$ cat config.mk
export PLATFORM = sky130hd
export DESIGN_NAME = max7219_chain_serializer_flat
export DESIGN_NICKNAME = d
export VERILOG_FILES = /design/src/rtl/max7219_chain_serializer_if.sv /design/src/rtl/max7219_chain_serializer.sv /design/src/flat_wrapper.sv
export SDC_FILE = /design/constraint.sdc
export NUM_CORES = 1
export LEC_CHECK = 0
export ABC_AREA = 1
export CORE_MARGIN = 8
export CORE_UTILIZATION = 25
export DETAILED_ROUTE_END_ITERATION = 16
export SETUP_SLACK_MARGIN = 0.1
export SLEW_MARGIN = 30
export SYNTH_ARGS = -nofsm -noshare
export SYNTH_HDL_FRONTEND = slang
export SYNTH_SLANG_ARGS = --single-unit
$ cat constraint.sdc
create_clock -name clk -period 3 [get_ports clk]
set_clock_uncertainty 0.2 [all_clocks]
set_input_delay 0.9 -clock clk [delete_from_list [all_inputs] [get_ports clk]]
set_output_delay 0.9 -clock clk [all_outputs]
set_load 0.05 [all_outputs]
$ cat src/rtl/max7219_chain_serializer_if.sv
// Frame request / status / pin bundle between the refresh FSM
// and the MAX7219 chain serializer.
interface max7219_chain_serializer_if #(
    parameter int W   = 16,
    parameter int DEV = 4
);
    logic             start;
    logic [W*DEV-1:0] din;
    logic             busy;
    logic             done;
    logic             word_tick;
    logic             sck;
    logic             mosi;
    logic             cs_n;

    modport master (
        output start, din,
        input  busy, done, word_tick, sck, mosi, cs_n
    );

    modport slave (
        input  start, din,
        output busy, done, word_tick, sck, mosi, cs_n
    );
endinterface

$ cat src/rtl/max7219_chain_serializer.sv
// Serializes a DEV*W-bit frame onto sck/mosi for a MAX7219
// daisy chain, then raises cs_n to latch every device at once.
module max7219_chain_serializer #(
    parameter int W         = 16,
    parameter int DEV       = 4,
    parameter int DIV       = 4,
    parameter bit MSB_FIRST = 1'b1
) (
    input logic clk,
    input logic reset,
    max7219_chain_serializer_if.slave bus
);
    localparam int N   = W * DEV;
    localparam int BCW = $clog2(N);
    localparam int DCW = (DIV > 1) ? $clog2(DIV) : 1;
    localparam int WCW = $clog2(W);

    localparam logic [BCW-1:0] BC_LAST = BCW'(N - 1);
    localparam logic [DCW-1:0] DC_LAST = DCW'(DIV - 1);
    localparam logic [DCW-1:0] DC_PRE  = DCW'((DIV > 1) ? DIV - 2 : 0);
    localparam logic [WCW-1:0] WC_LAST = WCW'(W - 1);

    typedef enum logic [2:0] {
        S_IDLE,
        S_LOW,
        S_HIGH,
        S_LATCH,
        S_GAP
    } state_e;

    state_e         state_q;
    logic [N-1:0]   sr_q;
    logic [N-1:0]   sr_d;
    logic [BCW-1:0] bc_q;
    logic [DCW-1:0] dc_q;
    logic [WCW-1:0] wc_q;
    logic           busy_q;
    logic           done_q;
    logic           word_tick_q;
    logic           sck_q;
    logic           mosi_q;
    logic           cs_n_q;

    function automatic logic out_bit(input logic [N-1:0] v);
        return MSB_FIRST ? v[N-1] : v[0];
    endfunction

    always_comb begin
        sr_d = MSB_FIRST ? {sr_q[N-2:0], 1'b0} : {1'b0, sr_q[N-1:1]};
    end

    always_ff @(posedge clk or posedge reset) begin
        if (reset) begin
            state_q     <= S_IDLE;
            sr_q        <= '0;
            bc_q        <= '0;
            dc_q        <= '0;
            wc_q        <= '0;
            busy_q      <= 1'b0;
            done_q      <= 1'b0;
            word_tick_q <= 1'b0;
            sck_q       <= 1'b0;
            mosi_q      <= 1'b0;
            cs_n_q      <= 1'b1;
        end else begin
            done_q      <= 1'b0;
            word_tick_q <= 1'b0;
            unique case (state_q)
                S_IDLE: begin
                    if (bus.start) begin
                        sr_q    <= bus.din;
                        mosi_q  <= out_bit(bus.din);
                        bc_q    <= BC_LAST;
                        wc_q    <= WC_LAST;
                        dc_q    <= '0;
                        cs_n_q  <= 1'b0;
                        busy_q  <= 1'b1;
                        state_q <= S_LOW;
                    end
                end
                S_LOW: begin
                    if (dc_q == DC_LAST) begin
                        dc_q    <= '0;
                        sck_q   <= 1'b1;
                        state_q <= S_HIGH;
                        // With DIV=1 the first HIGH cycle is also the last
                        word_tick_q <= (DIV == 1) && (wc_q == '0);
                    end else begin
                        dc_q <= dc_q + 1'b1;
                    end
                end
                S_HIGH: begin
                    if (dc_q == DC_LAST) begin
                        dc_q  <= '0;
                        sck_q <= 1'b0;
                        wc_q  <= (wc_q == '0) ? WC_LAST : wc_q - 1'b1;
                        if (bc_q == '0) begin
                            state_q <= S_LATCH;
                        end else begin
                            sr_q    <= sr_d;
                            mosi_q  <= out_bit(sr_d);
                            bc_q    <= bc_q - 1'b1;
                            state_q <= S_LOW;
                        end
                    end else begin
                        dc_q        <= dc_q + 1'b1;
                        word_tick_q <= (dc_q == DC_PRE) && (wc_q == '0);
                    end
                end
                S_LATCH: begin
                    if (dc_q == DC_LAST) begin
                        dc_q    <= '0;
                        cs_n_q  <= 1'b1;
                        state_q <= S_GAP;
                    end else begin
                        dc_q <= dc_q + 1'b1;
                    end
                end
                S_GAP: begin
                    if (dc_q == DC_LAST) begin
                        dc_q    <= '0;
                        busy_q  <= 1'b0;
                        done_q  <= 1'b1;
                        state_q <= S_IDLE;
                    end else begin
                        dc_q <= dc_q + 1'b1;
                    end
                end
                default: state_q <= S_IDLE;
            endcase
        end
    end

    assign bus.busy      = busy_q;
    assign bus.done      = done_q;
    assign bus.word_tick = word_tick_q;
    assign bus.sck       = sck_q;
    assign bus.mosi      = mosi_q;
    assign bus.cs_n      = cs_n_q;
endmodule
$ cat src/flat_wrapper.sv
// flat-port wrapper written by rule: the top's interface ports become plain ports
module max7219_chain_serializer_flat 
#(
    parameter int W         = 16,
    parameter int DEV       = 4,
    parameter int DIV       = 4,
    parameter bit MSB_FIRST = 1'b1
)
  (clk, reset, bus_start, bus_din, bus_busy, bus_done, bus_word_tick, bus_sck, bus_mosi, bus_cs_n);
  max7219_chain_serializer_if #(.W(W), .DEV(DEV)) bus_i ();
  input logic clk;
  input logic reset;
  input wire logic [$bits(bus_i.start)-1:0] bus_start;
  input wire logic [$bits(bus_i.din)-1:0] bus_din;
  output wire logic [$bits(bus_i.busy)-1:0] bus_busy;
  output wire logic [$bits(bus_i.done)-1:0] bus_done;
  output wire logic [$bits(bus_i.word_tick)-1:0] bus_word_tick;
  output wire logic [$bits(bus_i.sck)-1:0] bus_sck;
  output wire logic [$bits(bus_i.mosi)-1:0] bus_mosi;
  output wire logic [$bits(bus_i.cs_n)-1:0] bus_cs_n;
  assign bus_i.start = bus_start;
  assign bus_i.din = bus_din;
  assign bus_busy = bus_i.busy;
  assign bus_done = bus_i.done;
  assign bus_word_tick = bus_i.word_tick;
  assign bus_sck = bus_i.sck;
  assign bus_mosi = bus_i.mosi;
  assign bus_cs_n = bus_i.cs_n;
  max7219_chain_serializer #(.W(W), .DEV(DEV), .DIV(DIV), .MSB_FIRST(MSB_FIRST)) u_core (.clk(clk), .reset(reset), .bus(bus_i));
endmodule
# Yosys cells after proc, flatten, opt, wreduce, memory -nomap -nowiden

Cells that the tools add are included.

Register bits after elaboration: 84
Input port bits: 67
Output and inout port bits: 6

Add/sub/neg operators: 3
Equality and inequality tests: 12
Mux-type cells: 37
Reduce and logical (&&, ||, !) cells: 17

Operators by type and width:

| operator            | count |
|---|---|
| $mux 63             | 3 |
| $pmux 63 s2         | 1 |
| $mux 6              | 3 |
| $mux 3              | 5 |
| $pmux 3 s5          | 1 |
| $mux 4              | 3 |
| $pmux 6 s2          | 1 |
| $reduce_and 3->1    | 4 |
| $mux 1              | 11 |
| $reduce_bool 2->1   | 5 |
| $ne 2x1->1 const B  | 4 |
| $pmux 1 s2          | 4 |
| $pmux 4 s2          | 1 |
| $eq 3x2->1 const B  | 2 |
| $logic_not 6->1     | 1 |
| $mux 2              | 3 |
| $sub 6x1->6 const B | 1 |
| $reduce_and 5->1    | 1 |
| $eq 2x2->1 const B  | 2 |
| $logic_not 4->1     | 1 |
| $ne 2x2->1 const B  | 2 |
| $pmux 2 s2          | 1 |
| $reduce_and 4->1    | 1 |
| $reduce_or 4->1     | 1 |
| 7 further kinds     | 7 |

# Depth between registers and ports, before layout

Gate-level depths: netlist (run 1).

Depth in word-level cells: 4
Gate-level depth with buffers: 9
Mapped depth without buffers: 8

# Least setup slack after synthesis (run 1)

OpenSTA, ideal clock, no wires.

Path kind: input to register
Start point: in bus_start
End point: reg u_core.sr_q[36]
Arrival time: 1.617 ns
Data required time: 2.734 ns
Setup slack: 1.117 ns
Stages: 7
Buffers on the path: 1
Cell sequence: inv_1 nand3_1 nand2_1 inv_2 buf_1 nand3_1 nand2_1

Longest elaborated chain between the ends: 2

RTL lines:

| item                              | RTL line                        | text |
|---|---|---|
| from (decl)                       | flat_wrapper.sv:13              | `input wire logic [$bits(bus_i.start)-1:0] bus_start;` |
| $ne 2x2->1 (no source line)       | -                               |  |
| $reduce_and 4->1 (no source line) | -                               |  |
| to (signal assigned)              | max7219_chain_serializer.sv:71  | `sr_q <= bus.din;` |
| to (signal assigned)              | max7219_chain_serializer.sv:100 | `sr_q <= sr_d;` |
| to (decl)                         | max7219_chain_serializer.sv:32  | `logic [N-1:0] sr_q;` |

Every way passes these cells.
A chain may end at the register's enable or synchronous reset.

# Worst setup path after layout (run 1)

Start point: reg u_core.cs_n_q, in the netlist u_core.bus.cs_n
End point: out bus_cs_n

RTL lines:

| item                   | RTL line                        | text |
|---|---|---|
| from (decl)            | max7219_chain_serializer.sv:42  | `logic cs_n_q;` |
| from (signal assigned) | max7219_chain_serializer.sv:64  | `cs_n_q <= 1'b1;` |
| from (signal assigned) | max7219_chain_serializer.sv:76  | `cs_n_q <= 1'b0;` |
| from (signal assigned) | max7219_chain_serializer.sv:113 | `cs_n_q <= 1'b1;` |
| to (decl)              | flat_wrapper.sv:20              | `output wire logic [$bits(bus_i.cs_n)-1:0] bus_cs_n;` |

No word-level cell between the ends.

==> flow_results.xml, run 1 <==
<?xml version="1.0" encoding="UTF-8"?>
<metrics>
  <group name="timing">
    <metric name="worst_slew_margin_rel" unit="">0.648</metric>
    <metric name="period_share" unit="">0.921</metric>
    <metric name="min_period" unit="ns">2.76</metric>
    <metric name="setup_ws" unit="ns">0.236</metric>
    <metric name="finalSetupTns" unit="ns">0</metric>
    <metric name="finish_stage_setup_viols" unit="">0</metric>
    <metric name="tightestPinTransition" unit="ns">0.527</metric>
    <metric name="finalHoldViolations" unit="">0</metric>
    <metric name="max_clock_freq" unit="GHz">0.362</metric>
    <metric name="setup_repair_after_global_routing_missed_its_margin" unit="">no</metric>
    <metric name="hold-worst-slack" unit="ns">0.266</metric>
    <metric name="drv_slew" unit="">0</metric>
  </group>
  <group name="global_routing">
    <metric name="grt.total_usage" unit="">0.103</metric>
    <metric name="grt_pass1_vias" unit="">3829</metric>
    <metric name="grt_pass1_wl" unit="µm">18400</metric>
    <metric name="grt_antenna_before_repair" unit="">0</metric>
    <metric name="gr-total-overflow" unit="">0</metric>
    <metric name="maximum_number_of_pins_on_one_net_before_global_route_repair" unit="">85</metric>
  </group>
  <group name="synth">
    <metric name="synthTopCellsByCount" unit="">361 x nand2_1, 83 x dfrtp_1, 82 x nand3_1</metric>
    <metric name="netlist_top_cells_area" unit="">dfrtp_1 48%, nand2_1 31%, nand3_1 9.4%, buf_2 2.9%, inv_1 1.6%</metric>
    <metric name="yosysMostFrequentCell" unit="">nand2_1</metric>
    <metric name="postSynthRegisterBits" unit="">84</metric>
    <metric name="synth_area_leader_cell" unit="">dfrtp_1</metric>
    <metric name="synth_top_cell_area_share" unit="">0.476</metric>
    <metric name="fraction_of_the_yosys_area_taken_by_sequential_cells" unit="">0.482</metric>
    <metric name="syn_nets" unit="">698</metric>
    <metric name="synth_enable_flop_cells" unit="">0</metric>
    <metric name="ys_dominant_reg_cell" unit="">dfrtp_1</metric>
    <metric name="synth.yosys.warnings" unit="">0</metric>
    <metric name="syn_area" unit="µm²">4360</metric>
    <metric name="synth_area_per_cell" unit="µm²">6.95</metric>
    <metric name="synth_cell_type_count" unit="">19</metric>
    <metric name="fraction_of_registers_with_async_set_or_reset_after_synthesis" unit="">1.00</metric>
    <metric name="netlist_instances" unit="">627</metric>
  </group>
  <group name="power">
    <metric name="max-vdd-ir-drop" unit="mV">0.819</metric>
    <metric name="power.switching" unit="mW">2.57</metric>
    <metric name="part_of_the_power_in_registers" unit="">0.337</metric>
    <metric name="leakagePower" unit="nW">2.93</metric>
    <metric name="cell_internal_pwr" unit="mW">3.34</metric>
    <metric name="share_comb_of_total_power" unit="">0.472</metric>
    <metric name="power.switching_fraction" unit="">0.435</metric>
    <metric name="power.density" unit="nW/µm²">1050</metric>
    <metric name="pwr-share-clk" unit="">0.190</metric>
  </group>
  <group name="final_layout">
    <metric name="postLayoutCellArea" unit="µm²">5610</metric>
    <metric name="antenna_cells_inserted" unit="">0</metric>
    <metric name="final_net_count" unit="">753</metric>
    <metric name="share_of_layout_cells_above_drive_strength_1" unit="">0.0422</metric>
    <metric name="syn_to_final_growth" unit="%">28.6</metric>
    <metric name="post-route-util" unit="">0.327</metric>
  </group>
  <group name="floorplan">
    <metric name="fp.dieW" unit="µm">148</metric>
    <metric name="fp.dieH" unit="µm">148</metric>
    <metric name="floorplan.initialDensity" unit="">0.254</metric>
    <metric name="row_count" unit="">48</metric>
    <metric name="core_area" unit="µm²">17200</metric>
    <metric name="die-area" unit="µm²">21900</metric>
    <metric name="design.portCount" unit="">73</metric>
  </group>
  <group name="drt">
    <metric name="ant_nets" unit="">0</metric>
    <metric name="drt_iter0_markers" unit="">299</metric>
    <metric name="detail_route.drc_violations" unit="">0</metric>
    <metric name="routed_wire_length_per_instance" unit="µm">12.1</metric>
    <metric name="detail_route.wirelength" unit="µm">11000</metric>
    <metric name="route.detailed.vias_per_inst" unit="">4.33</metric>
    <metric name="dr.pass1.iters" unit="">6</metric>
    <metric name="num_vias" unit="">3946</metric>
  </group>
  <group name="setup_path">
    <metric name="timing_worst_setup_path_type" unit="">flip-flop to primary output</metric>
    <metric name="worstPathBufferInverterCount" unit="">1</metric>
    <metric name="timing.rr.start" unit="">u_core.state_q[0]</metric>
    <metric name="path_cells" unit="">clkdlybuf4s50_1</metric>
    <metric name="crit_path_end_kind" unit="">primary output</metric>
    <metric name="reg2reg_end" unit="">u_core.sr_q[61]</metric>
    <metric name="worstSetupPathDepth" unit="">1</metric>
    <metric name="ff2ff_path_depth" unit="">8</metric>
    <metric name="slowest_stage" unit="">clkdlybuf4s50_1</metric>
    <metric name="setup_slack_of_the_worst_register_to_register_path" unit="ns">0.84</metric>
    <metric name="critical_path.max_fanout" unit="">2</metric>
    <metric name="worst_path_dominant_cell_family" unit="">buffers and inverters</metric>
    <metric name="critical_path.startpoint_type" unit="">flip-flop</metric>
    <metric name="worst_path_largest_cell_delay" unit="ns">0.80</metric>
    <metric name="cp.arrival" unit="ns">1.66</metric>
    <metric name="timing.critical_path.required" unit="ns">1.90</metric>
  </group>
  <group name="placement">
    <metric name="post_dp_cell_area" unit="µm²">5310</metric>
    <metric name="detailedPlacementHpwl" unit="µm">6830</metric>
    <metric name="place_congestion" unit="">0.736</metric>
    <metric name="dp_slack" unit="ns">0.496</metric>
    <metric name="buffer_ports.inserted" unit="">72</metric>
  </group>
  <group name="worst_hold_path">
    <metric name="whs_endpoint" unit="">u_core.bus.cs_n</metric>
    <metric name="min_delay_src" unit="">u_core.bus.cs_n</metric>
    <metric name="worstHoldPathCells" unit="">2</metric>
    <metric name="hold_class" unit="">flip-flop to flip-flop</metric>
  </group>
  <group name="clocking">
    <metric name="post_cts.resized_instances" unit="">0</metric>
    <metric name="clk_root_buffer_cell" unit="">clkbuf_16</metric>
    <metric name="clkSlewWorstSetupHoldPaths" unit="ns">0.06</metric>
    <metric name="cts_num_sinks" unit="">84</metric>
    <metric name="cts.repair_timing.setup_buffer_count" unit="">0</metric>
    <metric name="cts_tree" unit="">done</metric>
    <metric name="htree_levels" unit="">3</metric>
    <metric name="clock_path_buffers" unit="">2</metric>
    <metric name="post_cts_hold_buffer_count" unit="">0</metric>
    <metric name="cts_buffers" unit="">9</metric>
    <metric name="clk-insertion-delay-late" unit="ns">0.34</metric>
  </group>
  <group name="status">
    <metric name="result_of_the_run" unit="">finished clean</metric>
  </group>
  <group name="job">
    <metric name="maxCapViolCount" unit="">0</metric>
  </group>
</metrics>
worst max path at each step:
stage	slack [ns]	startpoint	end
floorplan	0.94	reset	u_core.bc_q[0]
CTS	0.21	u_core.bus.cs_n	bus_cs_n
global placement	0.51	bus_start	u_core.bus.mosi
finish	0.24	u_core.bus.cs_n	bus_cs_n
global route	0.20	u_core.bus.cs_n	bus_cs_n
detailed placement	0.50	bus_start	u_core.sr_q[55]
per-layer routing:
layer	up-vias	GRT usage	routed length, µm
li1	2063	-	-
met5	-	0	0
met3	12	0.0255	512
met2	78	0.169	4980
met1	1793	0.124	5280
met4	0	0.0505	227
layout by cell type (no fill, tap or decap), drive strengths merged:
cell,instances
nand2,361
nand3,84
dfrtp,83
clkdlybuf4s50,72
inv,20
nor2,17
clkbuf,15
o21ai,13
buf,8
ha,4
a21oi,3
nand4,2
or2,1
nand3b,1
clkinvlp,1
bufinv,1
dfstp,1
logic make-up (layout without fill, tap and decap cells):
| family | Yosys count | count (layout) | share of synthesized area |
|---|---|---|---|
| DFF | 84 | 84 | 0.482 |
| AOI/OAI and AO/OA | 16 | 16 | 0.0184 |
| buffers and inverters | 57 | 117 | 0.0571 |
| and+or+nand+nor | 466 | 466 | 0.431 |
| adders and majority gates | 4 | 4 | 0.0115 |
registers in the layout, indices dropped and copies added (netlist names):
| name | flops |
|---|---|
| u_core.bus.busy | 1 |
| u_core.bus.cs_n | 1 |
| u_core.dc_q | 2 |
| u_core.bus.sck | 1 |
| u_core.bus.done | 1 |
| u_core.bus.word_tick | 1 |
| u_core.sr_q | 63 |
| u_core.wc_q | 4 |
| u_core.bus.mosi | 1 |
| u_core.state_q | 3 |
| u_core.bc_q | 6 |
power groups by stage:
stage	clock network [mW]	logic [mW]	registers [mW]
after floorplan	0	2.11	1.99
after global placement	0	2.81	2.00
after detailed placement	0	2.87	2.00
after CTS	1.17	2.87	2.00
after global routing	1.21	3.24	2.06
final	1.13	2.79	2.00
area by class of cell:
type | instances | area [µm²]
inverters | 21 | 82.6
multi-input cells | 486 | 2010
repair buffers | 80 | 831
flip-flops and latches | 84 | 2100
well taps | 225 | 282
fillers | 1885 | 11600
clock inverters | 1 | 30.0
clock buffers | 15 | 268
through the flow:
stage | total power [mW] | cells
after floorplan | 4.11 | 627
after global placement | 4.81 | 896
after detailed placement | 4.87 | 896
after CTS | 6.04 | 912
after global routing | 6.51 | 912
final | 5.91 | 912
Power figures use the tool's default switching activity.
==> inputs of run 2 (changes only) <==
--- a/config.mk
+++ b/config.mk
@@ -6,9 +6,11 @@
 export NUM_CORES = 1
 export LEC_CHECK = 0
 export ABC_AREA = 1
+export CAP_MARGIN = 15
 export CORE_MARGIN = 8
 export CORE_UTILIZATION = 25
 export DETAILED_ROUTE_END_ITERATION = 16
+export REMOVE_ABC_BUFFERS = 1
 export SETUP_SLACK_MARGIN = 0.1
 export SLEW_MARGIN = 30
 export SYNTH_ARGS = -nofsm -noshare
==> flow_results.xml, run 2 (synthesis gave the netlist of run 1 again) <==
<?xml version="1.0" encoding="UTF-8"?>
<metrics>
  <group name="status">
    <metric name="result_of_the_run" unit="">finished clean</metric>
  </group>
  <group name="global_routing">
    <metric name="maximum_number_of_pins_on_one_net_before_global_route_repair" unit="">71</metric>
    <metric name="grt_pass1_vias" unit="">3935</metric>
    <metric name="grt_use_met1" unit="">0.147</metric>
    <metric name="grt.total_usage" unit="">0.108</metric>
    <metric name="grt_antenna_before_repair" unit="">0</metric>
    <metric name="gr-total-overflow" unit="">0</metric>
    <metric name="global_route.peak_usage_layer" unit="">met2</metric>
    <metric name="use_met2" unit="">0.162</metric>
    <metric name="global_route.usage.met3" unit="">0.0328</metric>
    <metric name="grt_pass1_wl" unit="µm">19500</metric>
  </group>
  <group name="power">
    <metric name="part_of_the_power_in_registers" unit="">0.338</metric>
    <metric name="cell_internal_pwr" unit="mW">3.29</metric>
    <metric name="max-vdd-ir-drop" unit="mV">0.652</metric>
    <metric name="share_comb_of_total_power" unit="">0.478</metric>
    <metric name="pwr-share-clk" unit="">0.185</metric>
    <metric name="design_power_total" unit="mW">5.90</metric>
    <metric name="power.switching" unit="mW">2.61</metric>
    <metric name="power.density" unit="nW/µm²">1050</metric>
    <metric name="leakagePower" unit="nW">2.93</metric>
    <metric name="power.switching_fraction" unit="">0.442</metric>
  </group>
  <group name="drt">
    <metric name="routed_wire_length_per_instance" unit="µm">12.4</metric>
    <metric name="detail_route.drc_violations" unit="">0</metric>
    <metric name="route.detailed.vias_per_inst" unit="">4.31</metric>
    <metric name="num_vias" unit="">3936</metric>
    <metric name="drt_iter0_markers" unit="">297</metric>
    <metric name="dr.pass1.iters" unit="">4</metric>
    <metric name="detail_route.wirelength" unit="µm">11300</metric>
    <metric name="ant_nets" unit="">0</metric>
  </group>
  <group name="final_layout">
    <metric name="top_library_cells_by_usage_in_the_layout_fill_and_taps_aside" unit="">361 x nand2_1, 83 x dfrtp_1, 82 x nand3_1</metric>
    <metric name="share_of_layout_cells_above_drive_strength_1" unit="">0.0435</metric>
    <metric name="final_layout_fill_cell_count" unit="">1899</metric>
    <metric name="post-route-util" unit="">0.326</metric>
    <metric name="final_net_count" unit="">755</metric>
    <metric name="largest_reg_flops" unit="">63</metric>
    <metric name="syn_to_final_growth" unit="%">28.4</metric>
    <metric name="registers.top_by_ff_count" unit="">u_core.sr_q</metric>
    <metric name="multiInputGateArea" unit="µm²">2020</metric>
    <metric name="largest_registers" unit="">u_core.sr_q (63), u_core.bc_q (6), u_core.wc_q (4)</metric>
    <metric name="layout.cells.most_common" unit="">nand2_1</metric>
    <metric name="regArea" unit="µm²">2100</metric>
    <metric name="antenna_cells_inserted" unit="">0</metric>
  </group>
  <group name="clocking">
    <metric name="post_cts_hold_buffer_count" unit="">0</metric>
    <metric name="post_cts.resized_instances" unit="">0</metric>
    <metric name="clk_root_buffer_cell" unit="">clkbuf_16</metric>
    <metric name="clk-insertion-delay-late" unit="ns">0.34</metric>
    <metric name="cts_tree" unit="">done</metric>
    <metric name="clkSlewWorstSetupHoldPaths" unit="ns">0.06</metric>
    <metric name="htree_levels" unit="">3</metric>
    <metric name="cts_num_sinks" unit="">84</metric>
    <metric name="cts.repair_timing.setup_buffer_count" unit="">0</metric>
    <metric name="cts_buffers" unit="">9</metric>
    <metric name="clock_path_buffers" unit="">2</metric>
  </group>
  <group name="worst_hold_path">
    <metric name="hold_class" unit="">flip-flop to flip-flop</metric>
    <metric name="min_delay_src" unit="">u_core.bus.cs_n</metric>
    <metric name="whs_endpoint" unit="">u_core.bus.cs_n</metric>
    <metric name="worstHoldPathCells" unit="">2</metric>
  </group>
  <group name="floorplan">
    <metric name="fp.dieW" unit="µm">148</metric>
    <metric name="design.portCount" unit="">73</metric>
    <metric name="core_area" unit="µm²">17200</metric>
    <metric name="floorplan.initialDensity" unit="">0.254</metric>
    <metric name="fp.dieH" unit="µm">148</metric>
    <metric name="die-area" unit="µm²">21900</metric>
    <metric name="row_count" unit="">48</metric>
  </group>
  <group name="setup_path">
    <metric name="critical_path.max_fanout" unit="">2</metric>
    <metric name="timing_worst_setup_path_type" unit="">flip-flop to primary output</metric>
    <metric name="timing.rr.start" unit="">u_core.bc_q[0]</metric>
    <metric name="path_cells" unit="">clkdlybuf4s50_1</metric>
    <metric name="setup_slack_of_the_worst_register_to_register_path" unit="ns">1.04</metric>
    <metric name="cp.arrival" unit="ns">1.67</metric>
    <metric name="worstPathBufferInverterCount" unit="">1</metric>
    <metric name="worstSetupStartpoint" unit="">u_core.bus.cs_n</metric>
    <metric name="worst_path_largest_cell_delay" unit="ns">0.80</metric>
    <metric name="critical_path.startpoint_type" unit="">flip-flop</metric>
    <metric name="ff2ff_path_depth" unit="">9</metric>
    <metric name="worst_path_dominant_cell_family" unit="">buffers and inverters</metric>
    <metric name="timing.critical_path.required" unit="ns">1.90</metric>
    <metric name="reg2reg_end" unit="">u_core.sr_q[3]</metric>
    <metric name="slowest_stage" unit="">clkdlybuf4s50_1</metric>
    <metric name="crit_path_end_kind" unit="">primary output</metric>
  </group>
  <group name="placement">
    <metric name="place_congestion" unit="">0.743</metric>
    <metric name="dp_slack" unit="ns">0.367</metric>
    <metric name="detailedPlacementHpwl" unit="µm">7250</metric>
    <metric name="buffer_ports.inserted" unit="">72</metric>
  </group>
  <group name="timing">
    <metric name="worst_slew_margin_rel" unit="">0.659</metric>
    <metric name="hold-worst-slack" unit="ns">0.265</metric>
    <metric name="min_period" unit="ns">2.77</metric>
    <metric name="finalSetupTns" unit="ns">0</metric>
    <metric name="max_clock_freq" unit="GHz">0.361</metric>
    <metric name="finish_stage_setup_viols" unit="">0</metric>
    <metric name="tightestPinTransition" unit="ns">0.510</metric>
    <metric name="finalHoldViolations" unit="">0</metric>
    <metric name="period_share" unit="">0.924</metric>
    <metric name="setup_repair_after_global_routing_missed_its_margin" unit="">no</metric>
    <metric name="setup_ws" unit="ns">0.229</metric>
    <metric name="drv_slew" unit="">0</metric>
  </group>
  <group name="job">
    <metric name="maxCapViolCount" unit="">0</metric>
  </group>
</metrics>
==> run 2: cell count changes in the layout (fill, tap and decap cells not counted) <==
cell / change
buf_12: -1
buf_4: +3
clkbuf_1: +1
clkbuf_8: -2
clkinv_2: +1
clkinvlp_4: -1
inv_4: +1
nand3_2: -1
nand3_4: +1
==> run 2: how the worst max path moves through the flow <==
stage,endpoint,slack (ns),cells past startpoint
finish,bus_cs_n,0.23,1
CTS,bus_cs_n,0.19,1
global placement,u_core.sr_q[17],0.42,8
floorplan,u_core.bc_q[4],-0.89,7
detailed placement,u_core.sr_q[17],0.37,8
global route,bus_cs_n,0.17,1
==> run 2: power groups by stage <==
stage / combinational, mW / sequential, mW / clock, mW
floorplan: 1.95 / 1.99 / 0
global placement: 2.82 / 1.99 / 0
detailed placement: 2.88 / 2.00 / 0
CTS: 2.88 / 1.99 / 1.12
global route: 3.29 / 2.06 / 1.16
finish: 2.82 / 1.99 / 1.09
==> run 2: worst min-delay path: stages, from the launching register on <==
cell and delay [ns]:
dfstp_2 0.37, nand2_1 0.05, nand2_1 0.05
==> run 2: final cells by class <==
type | count | area share
Clock buffer | 14 | 0.0436
Tap cell | 225 | 0.0503
Multi-Input combinational cell | 486 | 0.361
Clock inverter | 2 | 0.00626
Sequential cell | 84 | 0.376
Inverter | 21 | 0.0145
Timing Repair Buffer | 82 | 0.149
==> run 2: routing by layer <==
metal | vias to the layer above | part of all wire
met5 | - | 0
li1 | 2067 | -
met2 | 80 | 0.44
met1 | 1779 | 0.50
met4 | 0 | 0.010
met3 | 10 | 0.054
==> run 2: per-stage QoR <==
| stage | area (µm²) | cells |
|---|---|---|
| 5_1_grt | 5600 | 914 |
| 6_report | 5600 | 914 |
| 2_1_floorplan | 4190 | 591 |
| 3_5_place_dp | 5320 | 898 |
| 4_1_cts | 5600 | 914 |
| 3_3_place_gp | 5320 | 898 |
